$ cat src/rtl/demux_stream_1ton_if.sv
// Stream bundle for the 1-to-N demux: one producer-side stream in, N
// consumer-side valid/ready pairs out over a shared data bus.
interface demux_stream_1ton_if #(
    parameter int N_CH  = 4,
    parameter int DW    = 8,
    parameter int SEL_W = 2
);
    logic              in_valid;
    logic              in_ready;
    logic [DW-1:0]     in_data;
    logic [SEL_W-1:0]  in_sel;
    logic              in_bcast;
    logic [N_CH-1:0]   out_valid;
    logic [N_CH-1:0]   out_ready;
    logic [DW-1:0]     out_data;

    // Demux side: consumes the input stream, drives the channel side.
    modport slave (
        input  in_valid, in_data, in_sel, in_bcast, out_ready,
        output in_ready, out_valid, out_data
    );

    // Environment side: producer plus the N consumers.
    modport master (
        output in_valid, in_data, in_sel, in_bcast, out_ready,
        input  in_ready, out_valid, out_data
    );
endinterface

$ cat src/rtl/demux_stream_1ton.sv
// 1-to-N stream demux with broadcast. A single holding register keeps the
// accepted word plus a per-channel pending mask; each channel drops out of
// the mask as it handshakes, and the next word is taken as soon as the mask
// would be empty. Out-of-range selects are swallowed, pulsed on err_sel and
// counted in a saturating drop counter.
module demux_stream_1ton #(
    parameter int N_CH  = 4,
    parameter int DW    = 8,
    parameter int SEL_W = 2
) (
    input  logic                clk,
    input  logic                rst_n,
    demux_stream_1ton_if.slave  bus,
    output logic                err_sel,
    output logic [7:0]          drop_cnt
);

    localparam logic [N_CH-1:0] ONE_HOT0 = {{(N_CH-1){1'b0}}, 1'b1};

    logic [N_CH-1:0] pend;
    logic [N_CH-1:0] pend_next;
    logic [DW-1:0]   data_q;
    logic            ready_c;
    logic            accept;
    logic            sel_ok;

    // Pending mask after this cycle's handshakes, and whether a new word fits.
    always_comb begin
        pend_next = pend & ~bus.out_ready;
        ready_c   = (pend_next == '0);
        accept    = bus.in_valid & ready_c;
        sel_ok    = (int'(bus.in_sel) < N_CH);
    end

    assign bus.in_ready  = ready_c;
    assign bus.out_valid = pend;
    assign bus.out_data  = data_q;

    // Holding stage: load a new destination mask and word on accept, else retire handshakes.
    always_ff @(posedge clk or negedge rst_n) begin
        if (!rst_n) begin
            pend   <= '0;
            data_q <= '0;
        end else if (accept) begin
            if (bus.in_bcast) begin
                pend   <= '1;
                data_q <= bus.in_data;
            end else if (sel_ok) begin
                pend   <= ONE_HOT0 << bus.in_sel;
                data_q <= bus.in_data;
            end else begin
                pend   <= '0;
            end
        end else begin
            pend <= pend_next;
        end
    end

    // Drop reporting: one-cycle error pulse per dropped word and a saturating count.
    always_ff @(posedge clk or negedge rst_n) begin
        if (!rst_n) begin
            err_sel  <= 1'b0;
            drop_cnt <= 8'd0;
        end else begin
            err_sel <= accept & ~bus.in_bcast & ~sel_ok;
            if (accept && !bus.in_bcast && !sel_ok && (drop_cnt != 8'hFF)) begin
                drop_cnt <= drop_cnt + 8'd1;
            end
        end
    end

endmodule

$ cat src/flat_wrapper.sv
// flat-port wrapper written by rule: the top's interface ports become plain ports
module demux_stream_1ton_flat 
#(
    parameter int N_CH  = 4,
    parameter int DW    = 8,
    parameter int SEL_W = 2
)
  (clk, rst_n, err_sel, drop_cnt, bus_in_valid, bus_in_data, bus_in_sel, bus_in_bcast, bus_out_ready, bus_in_ready, bus_out_valid, bus_out_data);
  demux_stream_1ton_if #(.N_CH(N_CH), .DW(DW), .SEL_W(SEL_W)) bus_i ();
  input  logic clk;
  input  logic rst_n;
  output logic err_sel;
  output logic [7:0] drop_cnt;
  input wire logic [$bits(bus_i.in_valid)-1:0] bus_in_valid;
  input wire logic [$bits(bus_i.in_data)-1:0] bus_in_data;
  input wire logic [$bits(bus_i.in_sel)-1:0] bus_in_sel;
  input wire logic [$bits(bus_i.in_bcast)-1:0] bus_in_bcast;
  input wire logic [$bits(bus_i.out_ready)-1:0] bus_out_ready;
  output wire logic [$bits(bus_i.in_ready)-1:0] bus_in_ready;
  output wire logic [$bits(bus_i.out_valid)-1:0] bus_out_valid;
  output wire logic [$bits(bus_i.out_data)-1:0] bus_out_data;
  assign bus_i.in_valid = bus_in_valid;
  assign bus_i.in_data = bus_in_data;
  assign bus_i.in_sel = bus_in_sel;
  assign bus_i.in_bcast = bus_in_bcast;
  assign bus_i.out_ready = bus_out_ready;
  assign bus_in_ready = bus_i.in_ready;
  assign bus_out_valid = bus_i.out_valid;
  assign bus_out_data = bus_i.out_data;
  demux_stream_1ton #(.N_CH(N_CH), .DW(DW), .SEL_W(SEL_W)) u_core (.clk(clk), .rst_n(rst_n), .bus(bus_i), .err_sel(err_sel), .drop_cnt(drop_cnt));
endmodule
$ cat config.mk
export PLATFORM = sky130hd
export DESIGN_NAME = demux_stream_1ton_flat
export DESIGN_NICKNAME = d
export VERILOG_FILES = /design/src/rtl/demux_stream_1ton_if.sv /design/src/rtl/demux_stream_1ton.sv /design/src/flat_wrapper.sv
export SDC_FILE = /design/constraint.sdc
export NUM_CORES = 1
export LEC_CHECK = 0
export CORE_MARGIN = 1
export CORE_UTILIZATION = 39
export CTS_BUF_LIST = sky130_fd_sc_hd__clkbuf_2
export CTS_CLUSTER_SIZE = 10
export DETAILED_ROUTE_END_ITERATION = 8
export PLACE_DENSITY = 0.93
export SYNTH_ARGS = -nofsm -noshare
export SYNTH_HDL_FRONTEND = slang
export SYNTH_SLANG_ARGS = --single-unit
$ cat constraint.sdc
create_clock -name clk -period 2.5 [get_ports clk]
set_input_delay 0.625 -clock clk [delete_from_list [all_inputs] [get_ports clk]]
set_output_delay 0.625 -clock clk [all_outputs]
set_load 0.1 [all_outputs]
Word level (Yosys, flattened, before mapping) --
Index checks and enable logic that the tools add are counted.
Word-level totals: flip-flop bits (word level) 12, output and inout port bits 22, logic and storage cells 9
Cells by class: shifts and indexed selects 1, multiplexer cells 2, bitwise gates (word level) 3, reductions and logical operators 1
Operators with widths (number):
- $mux W4 | 2
- $and A4 B4 Y4 | 1
- $logic_not A4 Y1 | 1
- $not A4 Y4 | 1
- $shl A1 B2 Y4 const A | 1
- $and A1 B1 Y1 | 1

Logic depth before layout (Yosys ltp) --
word-level depth 5, mapped depth 5, depth with buffers taken out 4

Least setup slack after synthesis --
Ideal clock, no wire load.
path kind register to register, start register u_core.pend[0] (netlist: u_core.bus.out_valid[0]), end register u_core.data_q[0] (netlist: u_core.bus.out_data[0]), library setup time 125 ps, data arrival time 2806 ps, required time 2375 ps, slack -431 ps, cell stages (with the launch flop) 6, clock period less this slack 2931 ps, cell sequence dfrtp_1 nor2b_4 nor4_4 nand2_2 buf_6 mux2_4
On the way: longest elaborated chain between the ends 3
Ends and longest elaborated chain:
- start: declaration | RTL line demux_stream_1ton.sv:20 | logic [N_CH-1:0] pend;
- start signal: assignment | RTL line demux_stream_1ton.sv:49 | pend <= ONE_HOT0 << bus.in_sel;
- start signal: assignment | RTL line demux_stream_1ton.sv:55 | pend <= pend_next;
- $and A4 B4 Y4 | RTL line demux_stream_1ton.sv:29 | pend_next = pend & ~bus.out_ready;
- $logic_not A4 Y1 | RTL line demux_stream_1ton.sv:30 | ready_c = (pend_next == '0);
- net bus_in_ready | RTL line flat_wrapper.sv:19 | output wire logic [$bits(bus_i.in_ready)-1:0] bus_in_ready;
- $and A1 B1 Y1 | RTL line demux_stream_1ton.sv:31 | accept = bus.in_valid & ready_c;
- end signal: assignment | RTL line demux_stream_1ton.sv:47 | data_q <= bus.in_data;
- end signal: assignment | RTL line demux_stream_1ton.sv:50 | data_q <= bus.in_data;
- end: declaration | RTL line demux_stream_1ton.sv:22 | logic [DW-1:0] data_q;
The timed path passes the listed nets, and every way through them passes these cells. A chain may end at the register's enable or synchronous reset.

Worst setup path after layout --
start input bus_out_ready[1], end output bus_in_ready
On the way: longest elaborated chain between the ends 3
Ends and longest elaborated chain:
- start: declaration | RTL line flat_wrapper.sv:18 | input wire logic [$bits(bus_i.out_ready)-1:0] bus_out_ready;
- $not A4 Y4 | RTL line demux_stream_1ton.sv:29
- $and A4 B4 Y4 | RTL line demux_stream_1ton.sv:29
- $logic_not A4 Y1 | RTL line demux_stream_1ton.sv:30
- end: declaration | RTL line flat_wrapper.sv:19
No other way between the ends.

==> results.md <==
* Status: complete, no violations
* Dpl cell area at about 900 sq um
* Commonest cells after routing, fill and taps aside: clkdlybuf4s50_1, buf_4, conb_1, dfrtp_1, mux2_4
* ANT cells at 0
* DR pass1 iterations at 2
* Cell variety after synth at 13
* Die Footprint at roughly 1800 sq um
* R2r setup slk at 0.76 ns
* Fraction of layout cells with a size suffix above 1 at about two fifths
* Synthesized area at 621 sq um
* Core Box Area at 1490 sq um
* Largest net degree at the start of global routing at 13
* Post-synthesis simple-gate area fraction at 10.9%
* Max-cap check violation count at 0
* Vias after detailed routing at 423
* Max clock buf depth at 2
* Design area at 901 sq um
* Crit-path cells: clkdlybuf4s50_1 > nor2b_4 > nor4_4 > buf_12
* Post-Syn Instances at 47
* Final net count at 98
* Vias per cell at 4.45
* Worst hold path type: reg2reg
* Hold Crit Depth at 1
* Die W at around 42 um
* Max rail drop VDD at about 0.66 mV
* Commonest non-fill, non-tap cell in the layout: clkdlybuf4s50_1
* Combinational share of power at 68.3%
* Number of synthesized register bits at 12
* First-pass GRT wire length at roughly 1900 um
* Post-CTS Setup Bufs at 0
* I/O pin count at 40
* Residual DRC count at 0
* Sw frac at approximately 60%
* RSZ-0062 raised after global routing: no
* Crit path max-delay family: buffers and inverters
* Clk network pwr share at 7.4%
* Reg2Reg Capture Point: u_core.bus.out_data[1]
* Adder-Cell Fraction of Synth Area at 0%
* Pwr/cell area at 1330 nW/um^2
* Mux cell area share after synthesis at 18.1%
* Final WL at 1070 um
* Total gr overflow at 0
* P_leak at 0.000428 uW
* Xor/xnor cell area share of the yosys netlist at 0%
* Cell Int Power at 494 uW
* FF-to-FF path depth at 4
* Slew Limit Fails at 0
* Largest family of logic cells by synthesized area: multiplexers
* CP endpoint kind: output pin
* CP bufs+invs at 2
* Reg power frac at 24.3%
* Row count at 14
* Crit path DAT at around 1.8 ns
* Max Freq at 0.416 GHz
* Final Total Pwr at about 1200 uW
* Area delta synth->final at 45.2%
* Number of gates resized after CTS at 0
* Reg clk slew, reported paths at ~0.10 ns
* Vias in the first global route at 452
* Compound-Gate Fraction of Synth Area at 8.06%
* Die Span Y at 41.9 um
* CTS Buf Count at 3
* Setup crit start: bus_out_ready[1]
* ANT nets after route at 0
* Final hold viol count at 0
* Hold Worst Slack at 0.526 ns
* Initial antenna violation count at 0
* Wirelength per Cell at around 11 um
* Critical path fanouts, max at 2
* Sequential area share after synthesis at 48.4%
* CP Capture Point: bus_in_ready
* CTS tree: done
* Syn Area/Cell at roughly 13 sq um
* Yosys warnings at 0
* Root buf cell: clkbuf_2
* # port buffers at 30
* WS Path Type: in2out
* DP HPWL at 867 um
* Cell at the slowest stage of the critical path: clkdlybuf4s50_1
* Worst path required time at 1.88 ns
* CP Launch Type: input port
* Placer Congestion at 0.773
* GRT Util Overall at about 15%
* H-tree depth at 1
* Net Switching at ~710 uW
* Minimum clock period after layout at 2.40 ns
* Clk Latency, worst-skew pair at approximately 0.24 ns
* Period utilisation layout at 96.2%
* Post-CTS Hold Buffers at 0
* Worst r2r src: u_core.bus.out_valid[1]
* Crit path largest cell delay at 0.51 ns
* Final setup viols at 0
* Critical path depth in cells at 4
* Clock tree sinks at 12
* Post-Route Skew at 0.00134 ns
* Starting Density at 41.7%
* Fill count at 125
* Detailed Route Iter0 Violations at 2
state kept, by name, summed over array words and instances, names as in the netlist:
name and flops:
u_core.bus.out_valid 4, u_core.bus.out_data 8
how the worst min path moves through the flow:
stage	to	slack, ns	from
after floorplan	u_core.bus.out_data[0]	0.33	rst_n
after global placement	u_core.bus.out_data[3]	0.49	u_core.bus.out_data[3]
after detailed placement	u_core.bus.out_data[0]	0.50	u_core.bus.out_data[0]
after CTS	u_core.bus.out_data[7]	0.53	u_core.bus.out_data[7]
after global routing	u_core.bus.out_data[0]	0.55	u_core.bus.out_data[0]
final	u_core.bus.out_data[4]	0.53	u_core.bus.out_data[4]
cells by family (layout without fill, tap and decap cells):
group	after synthesis	in the layout
flops	12	12
mux	8	8
buf+inv	12	36
simple gates	6	6
other cells	1	9
compound gates	8	8
synthesized netlist by cell type (all sizes together):
cell type,n,share of area [%]
nor2b,4,6.5
nand2,1,1.0
mux2,8,18
dfrtp,12,48
conb,1,0.60
buf,10,13
a21oi,4,3.2
nor4,1,3.4
o21bai,4,4.8
inv,2,1.2
worst reg2reg max path, delay by kind of cell, from the launching register on:
family,cells,cell delay [ns]
and+or+nand+nor,3,0.78
muxes,1,0.37
DFF,1,0.49
stage by stage:
| step | utilization, % | setup TNS [ns] | cells | setup slack, ns |
|---|---|---|---|---|
| final | 60.5 | 0 | 95 | 0.0953 |
| after CTS | 60.5 | 0 | 95 | 0.0900 |
| after global routing | 60.5 | 0 | 95 | 0.0674 |
| after global placement | 59.2 | 0 | 91 | 0.116 |
| after detailed placement | 59.2 | 0 | 91 | 0.0900 |
| after floorplan | - | -1.40 | 55 | -0.213 |
per-layer routing:
metal	GRT usage [%]	wire, um	vias to the layer above
li1	-	-	202
met1	17.9	431	198
met2	23.8	543	21
met3	3.04	75	2
met4	8.39	17	0
met5	0	0	-
power groups by stage:
stage	sequential (uW)	combinational, uW	clock [uW]
global placement	292	816	0
floorplan	732	228	0
detailed placement	294	824	0
global route	302	840	105
finish	292	819	89.1
CTS	292	824	93.8
cell type report:
| type | instances | area, sq um | share of cell area [%] |
|---|---|---|---|
| multi-input combinational | 31 | 264 | 29.3 |
| inverter | 2 | 7.51 | 0.833 |
| tap | 16 | 20.0 | 2.22 |
| timing repair buffer | 30 | 280 | 31.1 |
| sequential | 12 | 310 | 34.4 |
| clock buffer | 3 | 15.0 | 1.67 |
| clock inverter | 1 | 3.75 | 0.417 |
No activity file was read; power rests on OpenSTA's default activity.
